`src/rtl/load_store_unit.sv`:
```
// Byte-serial load/store engine: moves 1..4 bytes between the core and a
// single-byte data memory, one byte per cycle, wrapping at the top of memory.
module load_store_unit #(
  parameter int AW = 8,
  parameter int DW = 8
) (
  input  logic              clk,
  input  logic              rst_n,
  input  logic              req_valid,
  output logic              req_ready,
  input  logic              req_write,
  input  logic [AW-1:0]     req_addr,
  input  logic [1:0]        req_len,
  input  logic [4*DW-1:0]   req_wdata,
  output logic              resp_valid,
  input  logic              resp_ready,
  output logic [4*DW-1:0]   resp_rdata,
  output logic              resp_wrap,
  output logic [AW-1:0]     MemAdr,
  output logic              ReadEn,
  output logic              WriteEn,
  output logic [DW-1:0]     DatIn,
  input  logic [DW-1:0]     DatOut
);

  typedef enum logic [1:0] {
    IDLE = 2'd0,
    XFER = 2'd1,
    RESP = 2'd2
  } state_e;

  state_e            state_q, state_d;
  logic              write_q, write_d;
  logic [AW-1:0]     base_q, base_d;
  logic [1:0]        len_q, len_d;
  logic [1:0]        idx_q, idx_d;
  logic [4*DW-1:0]   wdata_q, wdata_d;
  logic [4*DW-1:0]   rdata_q, rdata_d;
  logic              wrap_q, wrap_d;

  logic [AW:0]       addr_sum_s;
  logic [AW-1:0]     mem_adr_s;
  logic              read_en_s;
  logic              write_en_s;
  logic [DW-1:0]     dat_in_s;

  // The extra top bit of the sum flags that this byte's address wrapped past 2**AW-1.
  assign addr_sum_s = {1'b0, base_q} + {{(AW-1){1'b0}}, idx_q};

  // State and datapath registers with synchronous active-low reset.
  always_ff @(posedge clk) begin
    if (!rst_n) begin
      state_q <= IDLE;
      write_q <= 1'b0;
      base_q  <= '0;
      len_q   <= 2'd0;
      idx_q   <= 2'd0;
      wdata_q <= '0;
      rdata_q <= '0;
      wrap_q  <= 1'b0;
    end else begin
      state_q <= state_d;
      write_q <= write_d;
      base_q  <= base_d;
      len_q   <= len_d;
      idx_q   <= idx_d;
      wdata_q <= wdata_d;
      rdata_q <= rdata_d;
      wrap_q  <= wrap_d;
    end
  end

  // Next-state, request capture and memory-port decode.
  always_comb begin
    state_d    = state_q;
    write_d    = write_q;
    base_d     = base_q;
    len_d      = len_q;
    idx_d      = idx_q;
    wdata_d    = wdata_q;
    rdata_d    = rdata_q;
    wrap_d     = wrap_q;
    mem_adr_s  = '0;
    read_en_s  = 1'b0;
    write_en_s = 1'b0;
    dat_in_s   = '0;

    case (state_q)
      IDLE: begin
        if (req_valid) begin
          write_d = req_write;
          base_d  = req_addr;
          len_d   = req_len;
          wdata_d = req_wdata;
          idx_d   = 2'd0;
          rdata_d = '0;
          wrap_d  = 1'b0;
          state_d = XFER;
        end else begin
          state_d = IDLE;
        end
      end
      XFER: begin
        mem_adr_s = addr_sum_s[AW-1:0];
        if (addr_sum_s[AW]) begin
          wrap_d = 1'b1;
        end else begin
          wrap_d = wrap_q;
        end
        if (write_q) begin
          write_en_s = 1'b1;
          dat_in_s   = wdata_q[idx_q*DW +: DW];
        end else begin
          read_en_s  = 1'b1;
          rdata_d[idx_q*DW +: DW] = DatOut;
        end
        if (idx_q == len_q) begin
          state_d = RESP;
        end else begin
          idx_d = idx_q + 2'd1;
        end
      end
      RESP: begin
        if (resp_ready) begin
          state_d = IDLE;
        end else begin
          state_d = RESP;
        end
      end
      default: begin
        state_d = IDLE;
      end
    endcase
  end

  assign req_ready  = (state_q == IDLE);
  assign resp_valid = (state_q == RESP);
  assign resp_rdata = rdata_q;
  assign resp_wrap  = wrap_q;
  assign MemAdr     = mem_adr_s;
  assign ReadEn     = read_en_s;
  // Gate the write strobe with reset so an abort never writes memory.
  assign WriteEn    = write_en_s & rst_n;
  assign DatIn      = dat_in_s;

endmodule
```
`config.mk`:
```
export PLATFORM = sky130hd
export DESIGN_NAME = load_store_unit
export DESIGN_NICKNAME = d
export VERILOG_FILES = /design/src/rtl/load_store_unit.sv
export SDC_FILE = /design/constraint.sdc
export NUM_CORES = 1
export LEC_CHECK = 0
export ABC_AREA = 1
export ABC_CLOCK_PERIOD_IN_PS = 4550
export CORE_MARGIN = 5
export CORE_UTILIZATION = 51
export DETAILED_ROUTE_END_ITERATION = 12
export PLACE_DENSITY = 0.86
export SYNTH_ARGS = -nofsm -noshare
export SYNTH_HDL_FRONTEND = slang
export SYNTH_SLANG_ARGS = --single-unit
```
`constraint.sdc`:
```
create_clock -name clk -period 4.55 [get_ports clk]
set_input_delay 1.1375 -clock clk [delete_from_list [all_inputs] [get_ports clk]]
set_output_delay 1.1375 -clock clk [all_outputs]
set_load 0.05 [all_outputs]
```
==> flow_summary.json, run 1 <==
{
  "cp_top_family": "buffers and inverters",
  "ys_warn_count": 0,
  "ant_nets": 0,
  "antenna_cells": 0,
  "io_buffers": 107,
  "sw_frac_of_total_pct": 37.3,
  "cts_tree": "yes",
  "hp-class": "reg2reg",
  "worst_slew_pin_slew_ns": 0.694,
  "power.density_nw_per_um2": 433,
  "antenna_found_initial": 0,
  "ys_seq_area_share_pct": 43.0,
  "slew_headroom_pct": 53.6,
  "place_ws_ns": 0.994,
  "synthAdderAreaFrac_pct": 2.89,
  "synth-xor-area-share_pct": 0,
  "fin_ws_ns": 0.609,
  "yosysMostFrequentCell": "nor2_1",
  "drc": 0,
  "cts_made_buffers": 9,
  "avgSynthCellArea_um2": 6.72,
  "path_class": "reg2out",
  "wl_per_cell_um": 12.9,
  "min-delay-start": "len_q[0]",
  "grt_overflow": 0,
  "cts_buffer_depth": 2,
  "r2r_slack_ns": 2.29,
  "ys.flop_type": "dfxtp_1",
  "finalMaxSlewViolations": 0,
  "cts.sinks": 80,
  "grt_usage_pct": 22.4,
  "root_buffer": "clkbuf_8",
  "critPathArrivalTime_ns": 2.80,
  "worstSetupEndpointType": "primary output",
  "clock_skew_ns": 0.00629,
  "grt_max_degree": 79,
  "p_int_uw": 1370,
  "synth_top_area_share_pct": 43.0,
  "synth_top_family_by_area": "simple AND/OR/NAND/NOR gates",
  "peakVddDrop_v": 0.000216,
  "n_fill_cell": 603,
  "dr.pass1.iters": 5,
  "r2r-end": "resp_rdata[28]",
  "dp_hpwl_mm": 7.23,
  "placementRows": 31,
  "cts-resized-gates": 0,
  "insertion_delay_ns": 0.35,
  "worst-path-buf-inv": 1,
  "muxShareOfSynthArea_pct": 0,
  "leakagePower_uw": 0.00207,
  "synth_area_um2": 3720,
  "final-setup-viol-count": 0,
  "slowest_delay_ns": 0.82,
  "p_clk_share_pct": 26.4,
  "die_h_um": 95.4,
  "synth_edf_count": 0,
  "crit_required_ns": 3.41,
  "core_area_um2": 7180,
  "worst_setup_path_start_kind": "register",
  "io_pins": 108,
  "synth_top_area_cell": "dfxtp_1",
  "drtIter0Drc": 279,
  "cp_max_fo": 15,
  "fin_crit_ns": 3.94,
  "rsz0062_at_grt": "false",
  "grt_pass1_vias": 3648,
  "vias": 3816,
  "crit_chain": "ha_1 -> nand3_1 -> nand2_1 -> nand3_1 -> o21ai_0 -> a21oi_1 -> clkdlybuf4s50_1",
  "synth_simple_gate_area_share_pct": 33.3,
  "dieWidth_um": 95.4,
  "post-route-period-util_pct": 86.6,
  "cap_violations": 0,
  "ys_seq_elements": 80,
  "routabilityCongestion": 0.928,
  "cp_common_cell": "nand3_1",
  "status": "finished clean",
  "syn_nets": 617,
  "start_util_pct": 51.9,
  "r2r-start": "idx_q[1]",
  "regArea_um2": 1600,
  "grt_pass1_wl_mm": 16.0,
  "yosys.cell_types.count": 26,
  "hold_violations": 0,
  "synthCells": 554,
  "p_switching_uw": 814,
  "timing.fmax_mhz": 254,
  "total_power_uw": 2180,
  "post_cts_buffers": 0,
  "p_seq_share_pct": 39.2,
  "multi_input_area_um2": 1890,
  "drt_wl_total_mm": 9.74,
  "nets": 714,
  "avgViaCountPerCell": 5.06,
  "drive_above_1_share_pct": 5.80,
  "area_growth_pct": 35.2,
  "fin_tns_setup_ns": 0,
  "synth_common_cells": "nor2_1 (208), nand2_1 (81), dfxtp_1 (80)",
  "synth.top_cells.by_area": "dfxtp_1 (43%), nor2_1 (21%), o21ai_0 (10%)",
  "cts_hold_buf": 0,
  "hold_depth": 2,
  "r2r_cells": 7,
  "pwr-share-comb_pct": 34.4,
  "dieArea_um2": 9110,
  "async_flop_share_pct": 0,
  "synth_compound_area_share_pct": 14.7,
  "h-tree-depth": 3,
  "min_to": "len_q[0]",
  "cp_slowest_cell": "clkdlybuf4s50_1",
  "path_clk_slew_ns": 0.08
}
[cells in the final DEF, fill, tap and decap left out, drive strengths merged]
cell	instances
o21a	1
fa	1
ha	7
clkinv	2
nand4	2
o21ai	78
clkbuf	10
nor2	212
o211ai	1
dfxtp	80
nor3	4
clkdlybuf4s50	105
a21oi	24
nand3	6
bufinv	2
nand2	84
nor3b	1
buf	5
inv	29
clkinvlp	1
[cell type report]
cell class                 count  area share (%)
multi-input combinational    421            37.6
timing repair buffer         110            21.6
clock inverter                 5            1.62
clock buffer                  10            2.73
tap                           99            2.46
inverter                      29            2.16
sequential                    80            31.8
[power groups by stage]
stage | Clock, uW | Combinational, uW | Sequential [uW]
finish | 577 | 750 | 855
global route | 616 | 818 | 868
CTS | 580 | 750 | 856
detailed placement | 0 | 745 | 871
global placement | 0 | 732 | 865
floorplan | 0 | 370 | 1010
[layer usage]
layer | vias up | part of all wire [%] | wire, um | global-route usage, %
met4 | 0 | 2.1 | 206 | 10.3
met1 | 1717 | 41 | 4020 | 26.8
li1 | 1938 | - | - | -
met5 | - | 0 | 0 | 0
met2 | 139 | 50 | 4900 | 38.7
met3 | 22 | 6.4 | 625 | 4.26
[cell families after synthesis]
group | Yosys count
AND/OR/NAND/NOR | 309
AO/OA/AOI/OAI | 104
flip-flops | 80
buffers and inverters | 53
adder cells (fa/ha/maj) | 8
[worst max path at each step]
stage | slack (ns) | cells after the start | to | from
after floorplan | 1.21 | 5 | MemAdr[4] | idx_q[0]
final | 0.61 | 7 | MemAdr[5] | idx_q[1]
after global routing | 0.48 | 7 | MemAdr[5] | idx_q[1]
after CTS | 0.60 | 7 | MemAdr[5] | idx_q[1]
after detailed placement | 0.99 | 7 | MemAdr[5] | idx_q[1]
after global placement | 1.07 | 7 | MemAdr[5] | idx_q[1]
[registers in the layout, indices dropped and copies added, names as in the netlist]
| name | flops |
|---|---|
| base_q | 8 |
| idx_q | 2 |
| len_q | 2 |
| resp_rdata | 32 |
| resp_wrap | 1 |
| state_q | 2 |
| wdata_q | 32 |
| write_q | 1 |
[through the flow]
| step | area, um^2 | cells | hold slack, ns | utilization (%) |
|---|---|---|---|---|
| 4_1_cts | 5030 | 754 | 0.473 | 70.1 |
| 2_1_floorplan | 3720 | 554 | 0.444 | - |
| 3_5_place_dp | 4810 | 739 | 0.463 | 67.1 |
| 5_1_grt | 5030 | 754 | 0.507 | 70.1 |
| 6_report | 5030 | 754 | 0.469 | 70.1 |
| 3_3_place_gp | 4810 | 739 | 0.455 | 67.1 |
[worst reg2reg max path: stages (launching register included)]
cell	delay, ns
dfxtp_1	0.74
inv_2	0.25
ha_1	0.44
nor3_2	0.43
nand2_1	0.10
nand2_1	0.09
nand2_1	0.05
nor2_1	0.11
Note: power is estimated with default switching activity, not from simulation.
==> run 2, diff against run 1 <==
- MAX_ROUTING_LAYER: unset -> met4
- SKIP_LAST_GASP: unset -> 1
==> flow_summary.json, run 2 (synthesized netlist as in run 1, its figures left out) <==
{
  "post-route-period-util_pct": 86.5,
  "dieWidth_um": 95.4,
  "post_cts_buffers": 0,
  "hold_slack_ns": 0.469,
  "finalMaxSlewViolations": 0,
  "dr.pass1.iters": 5,
  "stdcell_count": 754,
  "io_pins": 108,
  "final-setup-viol-count": 0,
  "drc": 0,
  "routabilityCongestion": 0.944,
  "cts_made_buffers": 9,
  "clock_skew_ns": 0.00706,
  "power.density_nw_per_um2": 433,
  "drt_wl_total_mm": 9.73,
  "io_buffers": 107,
  "start_util_pct": 51.9,
  "cts_buffer_depth": 2,
  "grt_pass1_vias": 3652,
  "multi_input_area_um2": 1890,
  "drtIter0Drc": 237,
  "grt_pass1_wl_mm": 16.0,
  "crit_required_ns": 3.41,
  "rsz0062_at_grt": "false",
  "fin_tns_setup_ns": 0,
  "core_area_um2": 7180,
  "peakVddDrop_v": 0.000216,
  "path_class": "reg2out",
  "cts.sinks": 80,
  "fin_crit_ns": 3.94,
  "nets": 714,
  "drive_above_1_share_pct": 5.80,
  "antenna_found_initial": 0,
  "n_fill_cell": 603,
  "worstSetupEndpointType": "primary output",
  "worst_setup_path_start_kind": "register",
  "mostFrequentLayoutCells": "nor2_1 (208), clkdlybuf4s50_1 (105), nand2_1 (81), dfxtp_1 (80), o21ai_0 (77)",
  "place_inst": 739,
  "root_buffer": "clkbuf_8",
  "r2r-start": "idx_q[1]",
  "hold_violations": 0,
  "final_core_util_pct": 70.1,
  "grt_overflow": 0,
  "grt_max_degree": 79,
  "area_growth_pct": 35.2,
  "r2r_cells": 7,
  "avgViaCountPerCell": 5.05,
  "vias": 3806,
  "worst_slew_pin_slew_ns": 0.704,
  "cts_tree": "yes",
  "dieArea_um2": 9110,
  "leakagePower_uw": 0.00207,
  "dp_hpwl_mm": 7.23,
  "regArea_um2": 1600,
  "ant_nets": 0,
  "timing.fmax_mhz": 254,
  "cap_violations": 0,
  "placementRows": 31,
  "r2r-end": "resp_rdata[28]",
  "grt_usage_pct": 23.0,
  "status": "finished clean",
  "critPathArrivalTime_ns": 2.80,
  "r2r_slack_ns": 2.29,
  "hp-class": "reg2reg",
  "crit_end": "MemAdr[5]",
  "wl_per_cell_um": 12.9,
  "crit_start": "idx_q[1]",
  "cp_max_fo": 15,
  "antenna_cells": 0,
  "layout_commonest_cell": "nor2_1",
  "cts_hold_buf": 0,
  "path_clk_slew_ns": 0.08,
  "insertion_delay_ns": 0.35,
  "h-tree-depth": 3,
  "die_h_um": 95.4,
  "slew_headroom_pct": 53.0,
  "cts-resized-gates": 0
}
run 2: cell counts in the layout (fill, tap and decap cells not counted):
Identical to the previous run, type by type.
run 2: per-layer routing:
metal  global-route usage [%]  wire (um)  part of all wire (%)
met1                     27.3       4070                    42
met2                     38.8       4900                    50
met3                     3.16        543                   5.6
met4                     10.3        216                   2.2
met5                        -          0                     0
run 2: how the worst min path moves through the flow:
stage | startpoint | endpoint | slack [ns] | depth (start not counted)
after floorplan | len_q[0] | len_q[0] | 0.44 | 2
after global placement | len_q[1] | len_q[1] | 0.46 | 2
after detailed placement | len_q[0] | len_q[0] | 0.46 | 2
after CTS | len_q[0] | len_q[0] | 0.47 | 2
after global routing | len_q[0] | len_q[0] | 0.51 | 2
final | len_q[0] | len_q[0] | 0.47 | 2
run 2: report_power, final:
group          internal [uW]  leakage [uW]  switching [uW]
logic                    252       0.00130             497
clock network            321      0.000108             255
registers                794      0.000661            60.3
run 2: area by class of cell:
| class | instances | share of cell area [%] |
|---|---|---|
| Clock inverter | 5 | 1.62 |
| Tap cell | 99 | 2.46 |
| Timing Repair Buffer | 110 | 21.6 |
| Multi-Input combinational cell | 421 | 37.6 |
| Clock buffer | 10 | 2.73 |
| Inverter | 29 | 2.16 |
| Sequential cell | 80 | 31.8 |
run 2: critical path, stage by stage (launching register included):
cell             delay (ns)
dfxtp_1                0.74
ha_1                   0.36
nand3_1                0.11
nand2_1                0.11
nand3_1                0.10
o21ai_0                0.08
a21oi_1                0.13
clkdlybuf4s50_1        0.82
run 2: through the flow:
step / setup slack (ns) / instance area (um^2) / power, uW
3_3_place_gp: 1.07 / 4810 / 1600
2_1_floorplan: 1.21 / 3720 / 1390
4_1_cts: 0.605 / 5030 / 2190
5_1_grt: 0.482 / 5030 / 2300
3_5_place_dp: 0.994 / 4810 / 1620
6_report: 0.613 / 5030 / 2180
